$ cat src/rtl/mips_bus_pkg.sv
// ----------------------------------------------------------------------------
// mips_bus_pkg
// Shared types and constants for the mips_cpu_bus arbiter.
//   arb_state_t : arbiter FSM states (idle, fetch owns bus, data owns bus)
//   grant_t     : which requester was granted (fetch or data port)
//   BUS_W       : bus address/data width
//   BE_WORD     : full-word lane enables used by instruction fetches
// ----------------------------------------------------------------------------
package mips_bus_pkg;

    localparam int         BUS_W   = 32;
    localparam logic [3:0] BE_WORD = 4'b1111;

    typedef enum logic [1:0] {
        ST_IDLE  = 2'd0,
        ST_FETCH = 2'd1,
        ST_DATA  = 2'd2
    } arb_state_t;

    typedef enum logic {
        GNT_FETCH = 1'b0,
        GNT_DATA  = 1'b1
    } grant_t;

endpackage

$ cat src/rtl/mips_bus_rr_pick.sv
// ----------------------------------------------------------------------------
// mips_bus_rr_pick
// Combinational two-way round-robin select between the fetch and data ports.
// Ports:
//   i_if_req      in   fetch port request level
//   i_dm_req      in   data port request level
//   i_last_grant  in   port that won the previous arbitration
//   o_valid       out  at least one request pending
//   o_grant       out  selected port (meaningful only when o_valid=1)
// ----------------------------------------------------------------------------
module mips_bus_rr_pick
    import mips_bus_pkg::*;
(
    input  logic   i_if_req,
    input  logic   i_dm_req,
    input  grant_t i_last_grant,
    output logic   o_valid,
    output grant_t o_grant
);

    always_comb begin
        o_valid = i_if_req | i_dm_req;
        o_grant = GNT_FETCH;
        if (i_if_req && i_dm_req) begin
            // Contention: the port that did not win last time goes first.
            o_grant = (i_last_grant == GNT_FETCH) ? GNT_DATA : GNT_FETCH;
        end else if (i_dm_req) begin
            o_grant = GNT_DATA;
        end
    end

endmodule

$ cat src/rtl/mips_bus_arbiter.sv
// ----------------------------------------------------------------------------
// mips_bus_arbiter
// Shares the single mips_cpu_bus memory bus between the instruction-fetch
// port and the data port. One transaction at a time; all bus outputs are
// registered and held stable while waitrequest=1. The owning requester gets
// a one-cycle done pulse after the accept edge, with read data captured in
// resp_rdata for reads.
//
// Optional feature (compile-time macro MIPS_BUS_ARB_TIMEOUT_EN):
//   a wait counter aborts a transaction after TIMEOUT_CYCLES stalled cycles,
//   pulsing bus_err together with the owner's done. Without the macro a
//   transaction waits indefinitely and bus_err is tied to 0.
//
// Ports:
//   clk, reset                 clock, asynchronous active-high reset
//   if_req, if_addr, if_done   fetch port (level request, done pulse)
//   dm_req, dm_write, dm_addr, dm_wdata, dm_byteenable, dm_done   data port
//   resp_rdata                 last completed read data
//   address, write, read, writedata, byteenable   bus master outputs
//   waitrequest, readdata      bus slave inputs
//   bus_err                    timeout abort pulse
// ----------------------------------------------------------------------------
module mips_bus_arbiter
    import mips_bus_pkg::*;
#(
    parameter int TIMEOUT_CYCLES = 16
)
(
    input  logic             clk,
    input  logic             reset,
    input  logic             if_req,
    input  logic [BUS_W-1:0] if_addr,
    output logic             if_done,
    input  logic             dm_req,
    input  logic             dm_write,
    input  logic [BUS_W-1:0] dm_addr,
    input  logic [BUS_W-1:0] dm_wdata,
    input  logic [3:0]       dm_byteenable,
    output logic             dm_done,
    output logic [BUS_W-1:0] resp_rdata,
    output logic [BUS_W-1:0] address,
    output logic             write,
    output logic             read,
    input  logic             waitrequest,
    output logic [BUS_W-1:0] writedata,
    output logic [3:0]       byteenable,
    input  logic [BUS_W-1:0] readdata,
    output logic             bus_err
);

    // ------------------------------------------------------------------
    // State and bus registers
    // ------------------------------------------------------------------
    arb_state_t       r_state;
    grant_t           r_last_grant;
    logic [BUS_W-1:0] r_address;
    logic             r_read;
    logic             r_write;
    logic [BUS_W-1:0] r_writedata;
    logic [3:0]       r_byteenable;
    logic [BUS_W-1:0] r_resp_rdata;
    logic             r_if_done;
    logic             r_dm_done;

    arb_state_t       w_state_nxt;
    grant_t           w_last_grant_nxt;
    logic [BUS_W-1:0] w_address_nxt;
    logic             w_read_nxt;
    logic             w_write_nxt;
    logic [BUS_W-1:0] w_writedata_nxt;
    logic [3:0]       w_byteenable_nxt;
    logic [BUS_W-1:0] w_resp_rdata_nxt;
    logic             w_if_done_nxt;
    logic             w_dm_done_nxt;

    logic             w_pick_valid;
    grant_t           w_pick_grant;

`ifdef MIPS_BUS_ARB_TIMEOUT_EN
    localparam int WAIT_W = $clog2(TIMEOUT_CYCLES) + 1;

    logic [WAIT_W-1:0] r_wait_cnt;
    logic [WAIT_W-1:0] w_wait_cnt_nxt;
    logic              r_bus_err;
    logic              w_bus_err_nxt;
`endif

    mips_bus_rr_pick u_rr_pick (
        .i_if_req     (if_req),
        .i_dm_req     (dm_req),
        .i_last_grant (r_last_grant),
        .o_valid      (w_pick_valid),
        .o_grant      (w_pick_grant)
    );

    // ------------------------------------------------------------------
    // Next-state and next-output logic
    // ------------------------------------------------------------------
    always_comb begin
        w_state_nxt      = r_state;
        w_last_grant_nxt = r_last_grant;
        w_address_nxt    = r_address;
        w_read_nxt       = r_read;
        w_write_nxt      = r_write;
        w_writedata_nxt  = r_writedata;
        w_byteenable_nxt = r_byteenable;
        w_resp_rdata_nxt = r_resp_rdata;
        w_if_done_nxt    = 1'b0;
        w_dm_done_nxt    = 1'b0;
`ifdef MIPS_BUS_ARB_TIMEOUT_EN
        w_wait_cnt_nxt   = r_wait_cnt;
        w_bus_err_nxt    = 1'b0;
`endif

        case (r_state)
            ST_IDLE: begin
                if (w_pick_valid) begin
                    w_last_grant_nxt = w_pick_grant;
`ifdef MIPS_BUS_ARB_TIMEOUT_EN
                    w_wait_cnt_nxt   = '0;
`endif
                    if (w_pick_grant == GNT_FETCH) begin
                        w_state_nxt      = ST_FETCH;
                        w_address_nxt    = if_addr;
                        w_read_nxt       = 1'b1;
                        w_write_nxt      = 1'b0;
                        w_byteenable_nxt = BE_WORD;
                        w_writedata_nxt  = '0;
                    end else begin
                        w_state_nxt      = ST_DATA;
                        w_address_nxt    = dm_addr;
                        w_read_nxt       = ~dm_write;
                        w_write_nxt      = dm_write;
                        w_byteenable_nxt = dm_byteenable;
                        w_writedata_nxt  = dm_wdata;
                    end
                end
            end

            ST_FETCH, ST_DATA: begin
                if (!waitrequest) begin
                    // Accept edge: only reads update the response register.
                    if (r_read) begin
                        w_resp_rdata_nxt = readdata;
                    end
                    w_read_nxt    = 1'b0;
                    w_write_nxt   = 1'b0;
                    w_if_done_nxt = (r_state == ST_FETCH);
                    w_dm_done_nxt = (r_state == ST_DATA);
                    w_state_nxt   = ST_IDLE;
                end
`ifdef MIPS_BUS_ARB_TIMEOUT_EN
                // The edge that would make the count reach TIMEOUT_CYCLES
                // aborts instead; a timed-out read reports zero data.
                else if (r_wait_cnt == WAIT_W'(TIMEOUT_CYCLES - 1)) begin
                    if (r_read) begin
                        w_resp_rdata_nxt = '0;
                    end
                    w_read_nxt    = 1'b0;
                    w_write_nxt   = 1'b0;
                    w_if_done_nxt = (r_state == ST_FETCH);
                    w_dm_done_nxt = (r_state == ST_DATA);
                    w_bus_err_nxt = 1'b1;
                    w_state_nxt   = ST_IDLE;
                end else begin
                    w_wait_cnt_nxt = r_wait_cnt + 1'b1;
                end
`endif
            end

            default: begin
                w_state_nxt = ST_IDLE;
                w_read_nxt  = 1'b0;
                w_write_nxt = 1'b0;
            end
        endcase
    end

    // ------------------------------------------------------------------
    // State register
    // ------------------------------------------------------------------
    always_ff @(posedge clk or posedge reset) begin
        if (reset) begin
            r_state      <= ST_IDLE;
            r_last_grant <= GNT_DATA;
        end else begin
            r_state      <= w_state_nxt;
            r_last_grant <= w_last_grant_nxt;
        end
    end

    // ------------------------------------------------------------------
    // Bus and response registers
    // ------------------------------------------------------------------
    always_ff @(posedge clk or posedge reset) begin
        if (reset) begin
            r_address    <= '0;
            r_read       <= 1'b0;
            r_write      <= 1'b0;
            r_writedata  <= '0;
            r_byteenable <= '0;
            r_resp_rdata <= '0;
            r_if_done    <= 1'b0;
            r_dm_done    <= 1'b0;
        end else begin
            r_address    <= w_address_nxt;
            r_read       <= w_read_nxt;
            r_write      <= w_write_nxt;
            r_writedata  <= w_writedata_nxt;
            r_byteenable <= w_byteenable_nxt;
            r_resp_rdata <= w_resp_rdata_nxt;
            r_if_done    <= w_if_done_nxt;
            r_dm_done    <= w_dm_done_nxt;
        end
    end

`ifdef MIPS_BUS_ARB_TIMEOUT_EN
    always_ff @(posedge clk or posedge reset) begin
        if (reset) begin
            r_wait_cnt <= '0;
            r_bus_err  <= 1'b0;
        end else begin
            r_wait_cnt <= w_wait_cnt_nxt;
            r_bus_err  <= w_bus_err_nxt;
        end
    end

    assign bus_err = r_bus_err;
`else
    assign bus_err = 1'b0;
`endif

    assign address    = r_address;
    assign read       = r_read;
    assign write      = r_write;
    assign writedata  = r_writedata;
    assign byteenable = r_byteenable;
    assign resp_rdata = r_resp_rdata;
    assign if_done    = r_if_done;
    assign dm_done    = r_dm_done;

endmodule

$ cat config.mk
export PLATFORM = sky130hd
export DESIGN_NAME = mips_bus_arbiter
export DESIGN_NICKNAME = d
export VERILOG_FILES = /design/src/rtl/mips_bus_pkg.sv /design/src/rtl/mips_bus_rr_pick.sv /design/src/rtl/mips_bus_arbiter.sv
export SDC_FILE = /design/constraint.sdc
export NUM_CORES = 1
export LEC_CHECK = 0
export CAP_MARGIN = 20
export CORE_AREA = 2 2 123 148
export DETAILED_ROUTE_END_ITERATION = 10
export DIE_AREA = 0 0 125 150
export PLACE_DENSITY = 0.59
export SYNTH_ARGS = -nofsm -noshare
export SYNTH_HDL_FRONTEND = slang
export SYNTH_SLANG_ARGS = --single-unit
export TNS_END_PERCENT = 1
$ cat constraint.sdc
create_clock -name clk -period 5.3 [get_ports clk]
set_input_delay 0.795 -clock clk [delete_from_list [all_inputs] [get_ports clk]]
set_output_delay 0.795 -clock clk [all_outputs]
set_load 0.05 [all_outputs]
; Word level (Yosys, flattened, before mapping)
; Cells that the tools add are included.
[totals]
regBits = 107
word_cells = 44
input_bits = 138
[op_classes]
mux = 21
reduce_logical = 6
bitwise = 3
eq_ne = 4
[ops]
columns = op, count
row1 = two-way mux 32 bit, 2
row2 = two-way mux 1 bit, 12
row3 = two-way mux 2 bit, 3
row4 = two-way mux 4 bit, 1
row5 = case mux 1 bit (2 select lines), 2
row6 = case mux 2 bit (2 select lines), 1
row7 = AND reduction 2 bit, 2
row8 = AND reduction 3 bit, 1
row9 = equality test 2 x 1 -> 1 bit (second input constant), 1
row10 = equality test 2 bit (second input constant), 1
row11 = zero test 2 bit, 1
row12 = != test 2 x 1 -> 1 bit (second input constant), 1
row13 = != test 2 bit (second input constant), 1
row14 = inverter 1 bit, 2
row15 = OR reduction 2 bit, 1
row16 = logical AND 1 bit, 1
row17 = OR 1 bit, 1

; Longest topological paths before layout
; Gate-level depths: netlist of the first run.
[depth]
ltp_word = 5
mapped_depth = 7

; Hierarchy
; Synthesis of the first run repeated with hierarchy kept, for this count alone.
[unflattened]
cells_unflattened = 400
hier_area_um2 = 4469.3
[modules_own_cells]
columns = module, area_each_um2, seq_area_each_um2, n_inst, cells_per_inst
row1 = mips_bus_arbiter, 4455.5, 2678.8, 1, 398
row2 = mips_bus_rr_pick, 13.8, 0.0, 1, 2

; Worst setup path after synthesis of the first run
; OpenSTA, ideal clock, no wires.
[synth_timing]
kind = input-to-reg
startpoint = input port waitrequest
endpoint = register r_resp_rdata[0], in the netlist resp_rdata[0]
path_buffers = 1
path_stages = 3
t_arrival_ns = 1.517
path_slack_ns = 3.658
path_cell_list = nand3b_1 > buf_2 > mux2_2
[synth_between]
elab_chain_len = 2
[synth_lines]
columns = element, line_no
row1 = from (decl), mips_bus_arbiter.sv:44  ; input logic waitrequest,
row2 = inverter 1 bit (no line), --
row3 = AND reduction 3 bit (no line), --
row4 = to (signal assigned), mips_bus_arbiter.sv:211  ; r_resp_rdata <= w_resp_rdata_nxt;
row5 = to (decl), mips_bus_arbiter.sv:61  ; logic [BUS_W-1:0] r_resp_rdata;
; Every way passes these cells.
; A chain may end at the register's enable or synchronous reset.

; Worst setup path in the final report of the first run
[layout_timing]
startpoint = register r_read, in the netlist read
endpoint = output port read
[layout_rtl]
columns = element, line_no
row1 = from (decl), mips_bus_arbiter.sv:57  ; logic r_read;
row2 = from (signal assigned), mips_bus_arbiter.sv:207  ; r_read <= w_read_nxt;
row3 = to (decl), mips_bus_arbiter.sv:43  ; output logic read,
; No word-level cell between the ends.

==> results of run 1 <==
-- tightest hold or removal path, stage by stage, from the launching register on --
cell and delay, ns:
dfstp_2 0.39, nand2_1 0.05, nand2_1 0.05
-- synth_stat cells (all sizes together) --
library cell	number
dfrtp	106
a21oi	64
nand2	37
a22o	33
nor2	33
mux2	32
buf	21
clkbuf	4
inv	4
o22a	4
a32o	3
ha	3
a21bo	1
a21boi	1
and3b	1
conb	1
dfstp	1
nand3b	1
nor2b	1
o21a	1
o21ai	1
o31ai	1
-- worst min-delay path by stage --
stage	from	end	cells after the start
6_report	r_last_grant	r_last_grant	2
4_1_cts	r_last_grant	r_last_grant	2
2_1_floorplan	r_last_grant	r_last_grant	2
3_3_place_gp	r_last_grant	r_last_grant	2
3_5_place_dp	r_last_grant	r_last_grant	2
5_1_grt	r_last_grant	r_last_grant	2
-- sequential cells by signal (all words and copies together) (netlist names) --
name,count
address,32
resp_rdata,32
writedata,32
byteenable,4
r_state,2
dm_done,1
if_done,1
r_last_grant,1
read,1
write,1
-- cells by family after synthesis --
logic type | Yosys count | share of synthesized area [%]
muxes | 32 | 8.46
and+or+nand+nor | 73 | 7.08
adders and majority gates | 3 | 0.881
DFF | 107 | 62.9
other | 1 | 0.0880
AOI/OAI and AO/OA | 109 | 16.8
buffers and inverters | 29 | 3.79
-- placed cells by master (no fill, tap or decap), types with 2 or more instances in the layout --
| master | n |
|---|---|
| buf_4 | 5 |
| dfrtp_1 | 106 |
| inv_1 | 3 |
| a21oi_1 | 64 |
| clkinvlp_4 | 2 |
| clkbuf_16 | 9 |
| nand2_1 | 37 |
| a22o_1 | 33 |
| nor2_1 | 32 |
| mux2_2 | 32 |
| ha_1 | 3 |
| a32o_1 | 3 |
| clkdlybuf4s50_1 | 241 |
| o22a_1 | 4 |
-- report_power, final --
part / total, W / internal, W / switching, W
sequential: 0.00145 / 0.00123 / 0.000221
clock: 0.000683 / 0.000370 / 0.000313
combinational: 0.00316 / 0.00110 / 0.00206
-- layout make-up --
| cell class | count | area [sq um] | area share, % |
|---|---|---|---|
| timing repair buffer | 247 | 2480 | 34.5 |
| clock buffer | 9 | 225 | 3.14 |
| sequential | 107 | 2680 | 37.3 |
| inverter | 4 | 17.5 | 0.244 |
| clock inverter | 6 | 73.8 | 1.03 |
| tap | 220 | 275 | 3.83 |
| multi-input combinational | 218 | 1430 | 19.9 |
-- metal layers --
| metal | part of all wire, % | global-route usage, % | vias to the layer above |
|---|---|---|---|
| li1 | - | - | 1699 |
| met1 | 40 | 16.1 | 1785 |
| met2 | 51 | 24.7 | 146 |
| met3 | 5.8 | 3.50 | 20 |
| met4 | 2.4 | 5.72 | 0 |
| met5 | 0 | 0 | - |
-- per-stage QoR --
step	total power, W	cells	utilization (%)
after floorplan	0.00352	354	-
after global placement	0.00460	795	39.4
after detailed placement	0.00465	796	39.6
after CTS	0.00537	811	41.3
after global routing	0.00557	811	41.3
final	0.00529	811	41.3
==> results.json, run 1 <==
{
  "fmax_mhz": 418,
  "die_h_um": 150,
  "grt_first_pass_wirelength_mm": 20.6,
  "post_dp_cell_area_sq_mm": 0.00688,
  "antennaDiodeCount": 0,
  "worstPathMaxFanout": 3,
  "synth_top_area_cell": "dfrtp_1",
  "drv_cap": 0,
  "yosysSeqAreaShare_pct": 62.9,
  "vias": 3650,
  "start_util_pct": 24.5,
  "routabilityCongestion": 0.739,
  "finalNetCount": 728,
  "antenna_found_initial": 0,
  "relSlewSlack_pct": 38.6,
  "syn-num-nets": 495,
  "p_leak_nw": 3.02,
  "cts_buffer_depth": 2,
  "ys_seq_elements": 107,
  "cp.required_ns": 4.51,
  "synth_area_per_cell_sq_um": 12.0,
  "grtUsageTotal_pct": 13.9,
  "place_ws_ns": 2.67,
  "grt_max_degree": 75,
  "drive_gt1_share_pct": 9.81,
  "critPathBufInv": 1,
  "clock_sinks": 107,
  "grt_setup_unrepaired": "no",
  "cp_data_arrival_time_ns": 1.60,
  "synth.distinct_cells": 25,
  "finalMaxSlewViolations": 0,
  "cts_buffers": 9,
  "cp-startpoint": "read",
  "core_sq_mm": 0.0174,
  "ir_drop_mv": 0.360,
  "hold_viol_final": 0,
  "port_buffers": 241,
  "insertion_delay_ns": 0.35,
  "synth.area.top_cells": "dfrtp_1, mux2_2, a21oi_1",
  "routed_via_density": 4.50,
  "fin_worst_skew_ns": 0.0115,
  "cts_resized": 0,
  "worstRegToRegCells": 6,
  "synth_area_sq_mm": 0.00426,
  "dpl.hpwl_mm": 9.65,
  "design_area_sq_mm": 0.00718,
  "timing.final.crit_share_pct": 45.1,
  "overflow": 0,
  "htree_levels": 3,
  "syn_inst": 354,
  "grt_pass1_vias": 3903,
  "crit_path_end_kind": "output pin",
  "yosysWarnings": 0,
  "setup_ws_ns": 2.91,
  "p_per_area_mw_per_mm2": 738,
  "die_w_um": 125,
  "area.growth.synth_to_final_pct": 68.5,
  "ios": 243,
  "holdWs_ns": 0.486,
  "fill_cells": 1683,
  "critical_path.max_stage_delay_ns": 0.87,
  "setup_viol_count_final": 0,
  "totalWireLength_mm": 13.2,
  "cpLargestDelayFamily": "buffers and inverters",
  "worstSetupPathType": "reg2out",
  "crit_end": "read",
  "core.rowCount": 53,
  "start_kind": "register",
  "drc_errors": 0,
  "dr.pass1.iters": 4,
  "clk_pin_slew_worst_paths_ns": 0.07,
  "cts_root_buf": "clkbuf_16",
  "hold_class": "reg2reg",
  "wl_per_cell_um": 16.2,
  "ant_nets": 0,
  "post-cts-setup-buffers": 0,
  "tightestPinTransition_ns": 0.921,
  "fin_crit_ns": 2.39,
  "reg2reg_from": "r_state[1]",
  "worst-path-stages": 1,
  "worst_path_max_delay_cell": "clkdlybuf4s50_1",
  "cts_tree": "built",
  "fin_setup_tns_ns": 0,
  "path_cells": "clkdlybuf4s50_1",
  "r2r-end": "address[9]",
  "yosys.area.top_type_share_pct": 62.3,
  "outcome": "completed",
  "cts_hold_buf": 0,
  "drt_iter0_markers": 136,
  "die-area_sq_mm": 0.0188,
  "r2r_slack_ns": 3.37
}
Power figures use the tool's default switching activity.
==> run 2, diff against run 1 <==
--- a/config.mk
+++ b/config.mk
@@ -9,7 +9,7 @@
 export CORE_AREA = 2 2 123 148
 export DETAILED_ROUTE_END_ITERATION = 10
 export DIE_AREA = 0 0 125 150
-export PLACE_DENSITY = 0.59
+export PLACE_DENSITY = 0.61
 export SYNTH_ARGS = -nofsm -noshare
 export SYNTH_HDL_FRONTEND = slang
 export SYNTH_SLANG_ARGS = --single-unit
==> constraint.sdc (replaced) <==
create_clock -name clk -period 2.2 [get_ports clk]
set_input_delay 0.33 -clock clk [delete_from_list [all_inputs] [get_ports clk]]
set_output_delay 0.33 -clock clk [all_outputs]
set_load 0.05 [all_outputs]
==> results.json, run 2 (synthesized netlist as in run 1, its figures left out) <==
{
  "outcome": "completed",
  "p_leak_nw": 3.05,
  "worstPathMaxFanout": 3,
  "place_ws_ns": 0.228,
  "insertion_delay_ns": 0.35,
  "relSlewSlack_pct": 61.7,
  "met2_usage_pct": 24.0,
  "area.growth.synth_to_final_pct": 69.9,
  "clk_pin_slew_worst_paths_ns": 0.07,
  "regArea_sq_mm": 0.00268,
  "worst-path-stages": 1,
  "setup_viol_count_final": 0,
  "ant_nets": 0,
  "overflow": 0,
  "utilization_pct": 41.6,
  "drt_iter0_markers": 136,
  "cts_buffers": 9,
  "totalWireLength_mm": 13.3,
  "fmax_mhz": 525,
  "cp.required_ns": 1.87,
  "cts_hold_buf": 0,
  "antennaDiodeCount": 0,
  "use_met1_pct": 17.0,
  "multi_input_area_sq_mm": 0.00143,
  "critPathBufInv": 1,
  "fin_setup_tns_ns": 0,
  "hold_class": "reg2reg",
  "routed_via_density": 4.51,
  "dpl.hpwl_mm": 9.53,
  "mostFrequentLayoutCell": "clkdlybuf4s50_1",
  "hold_viol_final": 0,
  "dr.pass1.iters": 7,
  "drive_gt1_share_pct": 10.7,
  "finalNetCount": 733,
  "gr-usage-met3_pct": 3.50,
  "cpLargestDelayFamily": "buffers and inverters",
  "grt_max_degree": 108,
  "drc_errors": 0,
  "fin_crit_ns": 1.90,
  "htree_levels": 3,
  "die_w_um": 125,
  "die_h_um": 150,
  "worstRegToRegCells": 5,
  "clock_sinks": 107,
  "core.rowCount": 53,
  "crit_path_end_kind": "output pin",
  "cts_resized": 0,
  "antenna_found_initial": 0,
  "cts_tree": "built",
  "vias": 3683,
  "start_util_pct": 24.5,
  "worst_path_max_delay_cell": "clkdlybuf4s50_1",
  "fin_worst_skew_ns": 0.00757,
  "setup_ws_ns": 0.297,
  "p_per_area_mw_per_mm2": 1770,
  "port_buffers": 241,
  "tightestPinTransition_ns": 0.575,
  "fill_cells": 1634,
  "layout_common_cells": "clkdlybuf4s50_1, dfrtp_1, a21oi_1",
  "wl_per_cell_um": 16.3,
  "grt_pass1_vias": 3924,
  "cts_root_buf": "clkbuf_16",
  "grt_first_pass_wirelength_mm": 20.9,
  "critical_path.max_stage_delay_ns": 0.84,
  "die-area_sq_mm": 0.0188,
  "post-cts-setup-buffers": 0,
  "busiest_layer": "met2",
  "cts_buffer_depth": 2,
  "routabilityCongestion": 0.755,
  "start_kind": "register",
  "grt_setup_unrepaired": "no",
  "hold_depth": 2,
  "drv_cap": 0,
  "ios": 243,
  "path_cells": "clkdlybuf4s50_1",
  "core_sq_mm": 0.0174,
  "worstSetupPathType": "reg2out",
  "cp_data_arrival_time_ns": 1.57,
  "finalMaxSlewViolations": 0,
  "grtUsageTotal_pct": 14.1,
  "ir_drop_mv": 0.823,
  "timing.final.crit_share_pct": 86.5
}
run 2: layer usage:
metal,up-vias,part of all wire [%],wire length [um]
li1,1718,-,-
met1,1777,40,5390
met2,164,50,6720
met3,24,6.8,902
met4,0,2.5,336
met5,-,0,0
run 2: layout make-up:
type / count / share of cell area (%)
Clock buffer: 9 / 3.11
Multi-Input combinational cell: 218 / 19.8
Clock inverter: 7 / 0.847
Inverter: 4 / 0.259
Timing Repair Buffer: 252 / 35.2
Sequential cell: 107 / 37.0
Tap cell: 220 / 3.80
run 2: path summary, 6_finish.rpt:
check	start	to	slack, ns
setup / recovery	read	read	0.30
hold / removal	r_last_grant	r_last_grant	0.49
setup reg to reg	r_state[1]	write	0.49
hold reg to reg	r_last_grant	r_last_grant	0.49
max in group asynchronous	reset	address[4]	1.27
min in group asynchronous	reset	resp_rdata[1]	0.51
run 2: metrics by stage:
stage | hold slack (ns) | power (W) | instance area [sq um] | cells
5_1_grt | 0.514 | 0.0135 | 7230 | 817
3_3_place_gp | 0.464 | 0.0112 | 6950 | 801
3_5_place_dp | 0.476 | 0.0113 | 6950 | 801
2_1_floorplan | 0.396 | 0.00849 | 4260 | 354
6_report | 0.487 | 0.0128 | 7230 | 817
4_1_cts | 0.489 | 0.0130 | 7230 | 817
run 2: where the power goes:
part / switching (W) / leakage [nW] / internal (W)
logic: 0.00500 / 1.62 / 0.00274
clock network: 0.000793 / 0.140 / 0.000791
registers: 0.000530 / 1.29 / 0.00295
total: 0.00632 / 3.05 / 0.00649
